$ cat src/rtl/jt49_bus_pkg.sv
// Shared definitions for the jt49 bus-control responder.
// Holds bus-mode codes, the FSM state type, named register indices and the
// per-register readback mask table used by jt49_bus and jt49_bus_regs.
package jt49_bus_pkg;

    // Decoded {bdir,bc1} bus modes
    localparam logic [1:0] MODE_IDLE  = 2'b00;
    localparam logic [1:0] MODE_READ  = 2'b01;
    localparam logic [1:0] MODE_WRITE = 2'b10;
    localparam logic [1:0] MODE_LATCH = 2'b11;

    typedef enum logic [1:0] {
        ST_IDLE  = 2'b00,
        ST_READ  = 2'b01,
        ST_WRITE = 2'b10,
        ST_LATCH = 2'b11
    } state_t;

    localparam logic [3:0] REG_MIXER     = 4'd7;
    localparam logic [3:0] REG_ENV_SHAPE = 4'd13;
    localparam logic [3:0] REG_IOA       = 4'd14;
    localparam logic [3:0] REG_IOB       = 4'd15;

    // Readback masks, index 15 in the leftmost slot down to index 0.
    // Coarse-period/shape registers expose 4 bits, noise/amplitude 5 bits.
    localparam logic [15:0][7:0] RD_MASK = {
        8'hFF, 8'hFF, 8'h0F, 8'hFF,   // R15 R14 R13 R12
        8'hFF, 8'h1F, 8'h1F, 8'h1F,   // R11 R10 R9  R8
        8'hFF, 8'h1F, 8'h0F, 8'hFF,   // R7  R6  R5  R4
        8'h0F, 8'hFF, 8'h0F, 8'hFF    // R3  R2  R1  R0
    };

    function automatic logic [7:0] rd_mask(input logic [3:0] idx);
        return RD_MASK[idx];
    endfunction

endpackage

$ cat src/rtl/jt49_bus_regs.sv
// Purpose : 16x8 PSG register file, decoded field outputs and masked read mux.
// Latency : write visible on fields the edge after i_we; o_rdat is combinational.
// Backpressure: none; a write strobe is always accepted.
// Ports   : i_clk/i_rst, write port (i_we/i_waddr/i_wdat), read address i_raddr,
//           IO port inputs i_port_a_in/i_port_b_in, field outputs o_*, o_rdat.
// Optional: JT49_IOPORT_EN routes synchronised IO inputs onto R14/R15 reads
//           while the matching mixer bit selects input mode.
module jt49_bus_regs
    import jt49_bus_pkg::*;
(
    input  logic        i_clk,
    input  logic        i_rst,
    input  logic        i_we,
    input  logic [3:0]  i_waddr,
    input  logic [7:0]  i_wdat,
    input  logic [3:0]  i_raddr,
    input  logic [7:0]  i_port_a_in,
    input  logic [7:0]  i_port_b_in,
    output logic [7:0]  o_rdat,
    output logic [11:0] o_per_a,
    output logic [11:0] o_per_b,
    output logic [11:0] o_per_c,
    output logic [4:0]  o_per_noise,
    output logic [7:0]  o_mixer,
    output logic [4:0]  o_amp_a,
    output logic [4:0]  o_amp_b,
    output logic [4:0]  o_amp_c,
    output logic [15:0] o_per_env,
    output logic [3:0]  o_env_shape,
    output logic [7:0]  o_port_a_out,
    output logic [7:0]  o_port_b_out
);

    logic [15:0][7:0] r_mem;

    always_ff @(posedge i_clk or posedge i_rst) begin
        if (i_rst) begin
            r_mem <= '0;
        end else if (i_we) begin
            r_mem[i_waddr] <= i_wdat;
        end
    end

    assign o_per_a      = {r_mem[1][3:0], r_mem[0]};
    assign o_per_b      = {r_mem[3][3:0], r_mem[2]};
    assign o_per_c      = {r_mem[5][3:0], r_mem[4]};
    assign o_per_noise  = r_mem[6][4:0];
    assign o_mixer      = r_mem[REG_MIXER];
    assign o_amp_a      = r_mem[8][4:0];
    assign o_amp_b      = r_mem[9][4:0];
    assign o_amp_c      = r_mem[10][4:0];
    assign o_per_env    = {r_mem[12], r_mem[11]};
    assign o_env_shape  = r_mem[REG_ENV_SHAPE][3:0];
    assign o_port_a_out = r_mem[REG_IOA];
    assign o_port_b_out = r_mem[REG_IOB];

`ifdef JT49_IOPORT_EN
    // Two-flop synchronisers: the IO pins are asynchronous to the core.
    logic [7:0] r_pa_s1, r_pa_s2, r_pb_s1, r_pb_s2;

    always_ff @(posedge i_clk or posedge i_rst) begin
        if (i_rst) begin
            r_pa_s1 <= 8'h00;
            r_pa_s2 <= 8'h00;
            r_pb_s1 <= 8'h00;
            r_pb_s2 <= 8'h00;
        end else begin
            r_pa_s1 <= i_port_a_in;
            r_pa_s2 <= r_pa_s1;
            r_pb_s1 <= i_port_b_in;
            r_pb_s2 <= r_pb_s1;
        end
    end

    // Mixer bit 6/7 = 0 means the port is an input, so reads see the pins.
    always_comb begin
        o_rdat = r_mem[i_raddr] & rd_mask(i_raddr);
        if (i_raddr == REG_IOA && !r_mem[REG_MIXER][6]) begin
            o_rdat = r_pa_s2;
        end else if (i_raddr == REG_IOB && !r_mem[REG_MIXER][7]) begin
            o_rdat = r_pb_s2;
        end
    end
`else
    logic w_unused_ports;
    assign w_unused_ports = ^{i_port_a_in, i_port_b_in};

    always_comb begin
        o_rdat = r_mem[i_raddr] & rd_mask(i_raddr);
    end
`endif

endmodule

$ cat src/rtl/jt49_bus.sv
// Purpose : AY-3-8910 BDIR/BC1 bus responder feeding the jt49 register file.
// Latency : write commits on the edge leaving WRITE; read data/oe one cycle after READ.
// Backpressure: none; every bus cycle is accepted as presented.
// Ports   : clk/rst, host bus (cs_n, bdir, bc1, din, dout, dout_oe), decoded
//           generator fields (per_*, mixer, amp_*, env_*), IO port values.
// Optional: JT49_IOPORT_EN (see jt49_bus_regs) enables IO-pin readback on R14/R15.
module jt49_bus
    import jt49_bus_pkg::*;
#(
    parameter logic [3:0] CHIP_ADDR = 4'h0
) (
    input  logic        clk,
    input  logic        rst,
    input  logic        cs_n,
    input  logic        bdir,
    input  logic        bc1,
    input  logic [7:0]  din,
    output logic [7:0]  dout,
    output logic        dout_oe,
    output logic [11:0] per_a,
    output logic [11:0] per_b,
    output logic [11:0] per_c,
    output logic [4:0]  per_noise,
    output logic [7:0]  mixer,
    output logic [4:0]  amp_a,
    output logic [4:0]  amp_b,
    output logic [4:0]  amp_c,
    output logic [15:0] per_env,
    output logic [3:0]  env_shape,
    output logic        env_restart,
    output logic [7:0]  port_a_out,
    output logic [7:0]  port_b_out,
    input  logic [7:0]  port_a_in,
    input  logic [7:0]  port_b_in
);

    state_t     r_state, w_next;
    logic [1:0] w_mode;
    logic       w_commit;
    logic       w_latch_hit;
    logic [3:0] r_addr;
    logic       r_sel;
    logic [7:0] r_wdat;
    logic [7:0] r_dout;
    logic       r_dout_oe;
    logic       r_env_restart;
    logic [7:0] w_rdat;

    assign w_mode = cs_n ? MODE_IDLE : {bdir, bc1};

    always_ff @(posedge clk or posedge rst) begin
        if (rst) r_state <= ST_IDLE;
        else     r_state <= w_next;
    end

    // The state simply tracks the bus mode; the write commit fires on the
    // edge that takes the FSM out of WRITE, using the last sampled byte and
    // the address held before any coincident latch updates it.
    always_comb begin
        w_next      = ST_IDLE;
        w_commit    = 1'b0;
        w_latch_hit = 1'b0;
        case (w_mode)
            MODE_READ:  w_next = ST_READ;
            MODE_WRITE: w_next = ST_WRITE;
            MODE_LATCH: w_next = ST_LATCH;
            default:    w_next = ST_IDLE;
        endcase
        if (r_state == ST_WRITE && w_next != ST_WRITE && r_sel) begin
            w_commit = 1'b1;
        end
        if (w_next == ST_LATCH && din[7:4] == CHIP_ADDR) begin
            w_latch_hit = 1'b1;
        end
    end

    always_ff @(posedge clk or posedge rst) begin
        if (rst) begin
            r_addr        <= 4'd0;
            r_sel         <= 1'b1;
            r_wdat        <= 8'h00;
            r_dout        <= 8'h00;
            r_dout_oe     <= 1'b0;
            r_env_restart <= 1'b0;
        end else begin
            if (w_next == ST_LATCH) begin
                r_sel <= w_latch_hit;
                if (w_latch_hit) r_addr <= din[3:0];
            end
            if (w_next == ST_WRITE) r_wdat <= din;
            r_env_restart <= w_commit && (r_addr == REG_ENV_SHAPE);
            r_dout_oe     <= (r_state == ST_READ);
            r_dout        <= (r_state == ST_READ && r_sel) ? w_rdat : 8'h00;
        end
    end

    assign dout        = r_dout;
    assign dout_oe     = r_dout_oe;
    assign env_restart = r_env_restart;

    jt49_bus_regs u_regs (
        .i_clk        (clk),
        .i_rst        (rst),
        .i_we         (w_commit),
        .i_waddr      (r_addr),
        .i_wdat       (r_wdat),
        .i_raddr      (r_addr),
        .i_port_a_in  (port_a_in),
        .i_port_b_in  (port_b_in),
        .o_rdat       (w_rdat),
        .o_per_a      (per_a),
        .o_per_b      (per_b),
        .o_per_c      (per_c),
        .o_per_noise  (per_noise),
        .o_mixer      (mixer),
        .o_amp_a      (amp_a),
        .o_amp_b      (amp_b),
        .o_amp_c      (amp_c),
        .o_per_env    (per_env),
        .o_env_shape  (env_shape),
        .o_port_a_out (port_a_out),
        .o_port_b_out (port_b_out)
    );

endmodule

$ cat config.mk
export PLATFORM = sky130hd
export DESIGN_NAME = jt49_bus
export DESIGN_NICKNAME = d
export VERILOG_FILES = /design/src/rtl/jt49_bus_pkg.sv /design/src/rtl/jt49_bus_regs.sv /design/src/rtl/jt49_bus.sv
export SDC_FILE = /design/constraint.sdc
export NUM_CORES = 1
export LEC_CHECK = 0
export ABC_AREA = 1
export BUFFER_PORTS_ARGS = -buffer_cell sky130_fd_sc_hd__buf_4
export CAP_MARGIN = 30
export CORE_MARGIN = 8
export CORE_UTILIZATION = 59
export CTS_CLUSTER_DIAMETER = 100
export CTS_CLUSTER_SIZE = 8
export DETAILED_ROUTE_END_ITERATION = 8
export PLACE_DENSITY_LB_ADDON = 0.15
export SLEW_MARGIN = 5
export SYNTH_ARGS = -nofsm -noshare
export SYNTH_HDL_FRONTEND = slang
export SYNTH_SLANG_ARGS = --single-unit
$ cat constraint.sdc
create_clock -name clk -period 7.24 [get_ports clk]
set_clock_uncertainty 0.2 [all_clocks]
set_input_delay 0.724 -clock clk [delete_from_list [all_inputs] [get_ports clk]]
set_output_delay 0.724 -clock clk [all_outputs]
set_load 0.01 [all_outputs]
## Yosys cells after proc, flatten, opt, wreduce, memory -nomap -nowiden

Memories as Yosys holds them, arrays and structs flattened.
Cells that the tools add are included.

- Bits in registers: 153
- Output and inout bits: 110
- Bits in read-only memories: 128
- Memories: 1
- Word-level logic and storage cells: 55

- $lt $le $gt $ge: 2
- Equal/unequal tests: 9
- Reductions and logical operators: 8
- Multiplexer cells: 11
- Bitwise operators: 1

Memory list:

| name | words | bits a word | read ports | clocked after memory_dff | wr ports | line | text |
|---|---|---|---|---|---|---|---|
| (name not given) | 16 | 8 | 1 | 0 | 0 | jt49_bus_pkg.sv:34 | `return RD_MASK[idx];` |

Operators with widths:

| kind | count |
|---|---|
| 128-bit bitwise mux | 1 |
| 8-bit binary-select mux with 4-bit select | 1 |
| 8-bit demux with 4-bit select | 1 |
| 8-bit two-way mux | 4 |
| 2-bit == test (second input constant) | 5 |
| 8-bit bitwise AND | 1 |
| 1-bit logical AND | 6 |
| 2-bit one-hot mux with 3 select lines | 1 |
| 4-bit by 5-bit < comparator with 1-bit output (second input constant) | 1 |
| 2-bit by 1-bit == test with 1-bit output (second input constant) | 2 |
| 4-bit == test (second input constant) | 1 |
| 4-bit by 1-bit greater-or-equal comparator with 1-bit output (second input constant) | 1 |
| 4-bit zero test | 1 |
| 1-bit two-way mux | 2 |
| 2-bit two-way mux | 1 |
| 2-bit inequality test (second input constant) | 1 |
| 2-bit AND reduction | 1 |

## Logic depth before layout (Yosys ltp)

- Word-level depth: 8
- Mapped depth: 10

## Modules after synthesis

From an unflattened synthesis, not the netlist that was laid out.

- Cells, all modules: 952
- Area total of the unflattened synthesis: 7771.2 um^2

Modules (own cells, without submodules):

| module | instances | cells each | area an instance (um^2) | sequential area each (um^2) |
|---|---|---|---|---|
| jt49_bus_regs | 1 | 851 | 6819.0 | 3203.1 |
| jt49_bus | 1 | 101 | 952.2 | 626.9 |

## Worst setup path after synthesis

Ideal clock, no wire load.

- Kind: register to register
- Start: register r_addr[1]
- End: register u_regs.r_mem (netlist bit u_regs.o_amp_b[0])
- Required time: 6.906 ns
- Path buffers: 3
- Setup slack: 5.157 ns
- Stages on the path, launching flop included: 11
- Setup time: 0.134 ns
- Data arrival time: 1.749 ns
- Cell sequence: dfrtp_1 > buf_2 > clkinv_1 > clkbuf_1 > ha_1 > inv_1 > nor2_8 > nand2_4 > buf_2 > nand2_1 > o21ai_0

- Cells in the longest elaborated chain, start to end: 5

RTL lines:

| what | line | text |
|---|---|---|
| from (decl) | jt49_bus.sv:41 | `logic [3:0] r_addr;` |
| from (signal assigned) | jt49_bus.sv:88 | `if (w_latch_hit) r_addr <= din[3:0];` |
| 4-bit by 5-bit < comparator with 1-bit output (not written as such) / 4-bit by 1-bit greater-or-equal comparator with 1-bit output (equally long branches) | jt49_bus_regs.sv:40 | `r_mem[i_waddr] <= i_wdat;` |
| 1-bit logical AND (not written as such) | jt49_bus_regs.sv:40 |  |
| 8-bit two-way mux (not written as such) | jt49_bus_regs.sv:40 |  |
| 8-bit demux with 4-bit select * | n/a |  |
| 128-bit bitwise mux * | jt49_bus_regs.sv:40 |  |
| to (signal, indexed assignment) | jt49_bus_regs.sv:40 |  |
| to (decl) | jt49_bus_regs.sv:34 | `logic [15:0][7:0] r_mem;` |

Mark *: on every way between the ends. The rest lies on a longest branch, timed or not.
A chain may end at the register's enable or synchronous reset.

## Worst setup path in the final report

- Start: register r_addr[0]
- End: register u_regs.r_mem[85] (netlist name)

The elaborated chain is that of the path after synthesis.

==> summary.txt <==
Status
  • Status: completed

Worst setup path
  • Worst path max stage delay: 0.57 ns
  • Crit path launch type: flop
  • CP max-delay cell: buf_4
  • Top fanout value on the critical path: 56
  • CP Class: flop to flop
  • CP Cell Sequence: inv_2, buf_4, ha_1, inv_1, nor2_4, nand2_2, nand2_1, o21ai_0
  • Crit. End Element: flop
  • Critical path's top delay family: buffers and inverters
  • Critical path arrival: 2.61 ns
  • Critical Path RT: between 7 and 8 ns
  • Worst Path Buf+Inv: 3

Place
  • Placer Congestion: 0.866
  • PortBufs: ~120
  • Detail Placement HPWL: approximately 13 mm

STA
  • Max-slew violation count: 0
  • Max Clk Rate: 396 MHz
  • Tightest Pin Transition: 0.880 ns
  • Post-layout min period: 2.52 ns
  • Final setup viols: 0
  • RSZ-0062 raised after global routing: no
  • TNS Setup: 0 ns
  • Fin. Hold Viols: 0
  • Final period util: 0.349
  • Relative slew slack: 0.411

Yosys
  • Adder-cell share of the synthesized area: 0.00609
  • XOR/XNOR Fraction of Synth Area: 0
  • Post-synthesis compound-gate area fraction: 0.0887
  • Synth cell types: 24
  • Net Count, Synth: 1108
  • Synth Warn #: 0
  • Largest family of logic cells by synthesized area: simple AND/OR/NAND/NOR gates
  • Synth Area per Inst: ~7.6 µm²
  • Count of state elements after synthesis: 153
  • Register area share after synthesis: 0.466
  • Area of the mapped netlist: 8210 µm²
  • Syn Inst Count: about 1100
  • Post-Synth Simple-Gate Area: 0.238
  • Multiplexer share of the synthesized area: 0

GRT
  • Global-route wire length before repair: 31.6 mm
  • Vias in the first global route: slightly above 6000
  • Largest net degree at the start of global routing: 80
  • Total GRT Usage: 0.225
  • Initial antenna violation count: 0
  • Gr ovfl total: 0

Drt
  • Via/cell ratio: 5.05
  • Routed via count: 6395
  • Residual DRC: 0
  • DRT Pass-1 Iters: 5
  • DR iter-0 viols: 527
  • Final WL: around 20 mm
  • Mean routed wirelength per cell: 15.4 µm
  • ANT nets after route: 0

Clock network
  • TritonCTS clock tree: built
  • Postcts setup bufs: 0
  • H-tree depth: 4
  • Later-pin clock latency in the skew report: 0.43 ns
  • Clk sinks: 153
  • # hold bufs at CTS: 0
  • Num CTS Buffers: 17
  • CTS Buffer Depth: 2
  • Reg clk slew, reported paths: 0.06 ns
  • Post-CTS sizing: 0
  • Clk Tree Root Cell: clkbuf_16

Die
  • Num rows: 43
  • Die area: 18000 µm²
  • Ports: 139
  • Chip Width: 134 µm
  • Die Ht: 134 µm
  • Initial Utilization: 0.599
  • Core ar.: 13700 µm²

Hold path
  • Hold crit path type: input port to asynchronous set/reset pin

Power
  • Pleak: 4.70 nW
  • Maximum VDD drop: 0.170 mV
  • Total Power: around 2.3 mW
  • Pwr dens: approximately 260 nW/µm²

Final layout
  • Share of layout cells above drive strength 1: 0.174
  • Number of fill cells: around 1200
  • Diode count: 0
  • Synth-to-Final Area Change: 9.84%
  • NumNets Final: 1106

Flow run
  • Max-Cap Viols: 0
through the flow:
stage               hold slack (ns)  std cells  utilization  cell area (µm²)  worst slack (ns)
floorplan                     0.253       1075            -             8210              2.20
global placement              0.264       1232        0.607             8330              4.60
detailed placement            0.272       1232        0.607             8330              4.61
CTS                           0.231       1264        0.655             8990              4.70
global route                  0.252       1266        0.658             9020              4.48
finish                        0.209       1266        0.658             9020              4.72
placed cells by master, fill, tap and decap left out, types with 2 or more instances in the layout:
cell type     n
nand2_1     349
bufinv_16     5
nand2_4       4
nand3_1      64
buf_4       128
o21ai_1      22
nor2_4        3
a21oi_1       5
clkinvlp_4    2
nor2_1       29
o21ai_0     117
nand2_2      13
ha_1          4
clkbuf_8      2
inv_1       153
clkinv_2      5
clkbuf_16    17
dfrtp_1     151
nor2_2        2
worst register-to-register path: cells and delay by family (launching register included):
family	cells	cell delay, ns
buf+inv	3	0.82
fa+ha+maj	1	0.26
flops	1	0.41
simple gates	3	0.58
compound gates	1	0.10
registers in the layout (all words and copies together) (netlist names), 8 cells and up:
signal               flops
u_regs.o_per_a          12
u_regs.o_per_env        16
u_regs.o_port_a_out      8
u_regs.o_per_b          12
u_regs.o_per_c          12
u_regs.o_port_b_out      8
u_regs.o_mixer           8
dout                     8
r_wdat                   8
u_regs.r_mem            28
kinds of logic (layout without fill, tap and decap cells):
family | Yosys count | after routing
compound gates | 145 | 145
buf+inv | 306 | 317
flops | 153 | 153
simple gates | 467 | 467
fa+ha+maj | 4 | 4
final cells by class:
cell class	instances	area (µm²)	area share
well taps	180	225	0.0250
clock buffers	19	453	0.0502
multi-input cells	616	2730	0.303
clock inverters	13	199	0.0221
inverters	156	591	0.0655
flip-flops and latches	153	3830	0.425
repair buffers	129	988	0.110
path summary, 6_finish.rpt:
| kind | start | endpoint | slack [ns] | cells after the start |
|---|---|---|---|---|
| min | rst | u_regs.o_port_b_out[3] | 0.21 | 2 |
| max in group asynchronous | rst | r_sel | 5.61 | 4 |
| min reg2reg | r_wdat[6] | r_wdat[6] | 0.29 | 2 |
| min in group clk | cs_n | r_state[0] | 0.25 | 2 |
| max reg2reg | r_addr[0] | u_regs.r_mem[85] | 4.72 | 8 |
| max | r_addr[0] | u_regs.r_mem[85] | 4.72 | 8 |
cells in the mapped netlist:
master	n	area share
nor2_8	1	0.0024
buf_2	13	0.0079
o31ai_1	1	0.00091
nand3_4	1	0.0021
nor2_2	2	0.0015
nand4_1	1	0.00076
dfrtp_1	152	0.46
nand2_1	349	0.16
buf_4	101	0.092
nand3_1	64	0.039
inv_1	155	0.071
dfstp_2	1	0.0032
nor2_4	3	0.0041
o21ai_0	117	0.071
clkinv_1	1	0.00046
a21oi_1	5	0.0030
nor2_1	29	0.013
buf_1	1	0.00046
nand2_2	13	0.0099
clkbuf_1	21	0.0096
nand2_4	4	0.0055
ha_1	4	0.0061
o21ai_1	22	0.013
buf_6	14	0.019
power breakdown:
part           switching (mW)  internal (mW)
Combinational           0.309          0.130
Clock                   0.349          0.626
Sequential             0.0252          0.890
layer usage:
metal  share of wire  global-route usage
met1            0.45               0.299
met2            0.46               0.348
met4           0.022              0.0848
met3           0.072              0.0557
met5               0                   0
Power figures use the tool's default switching activity.
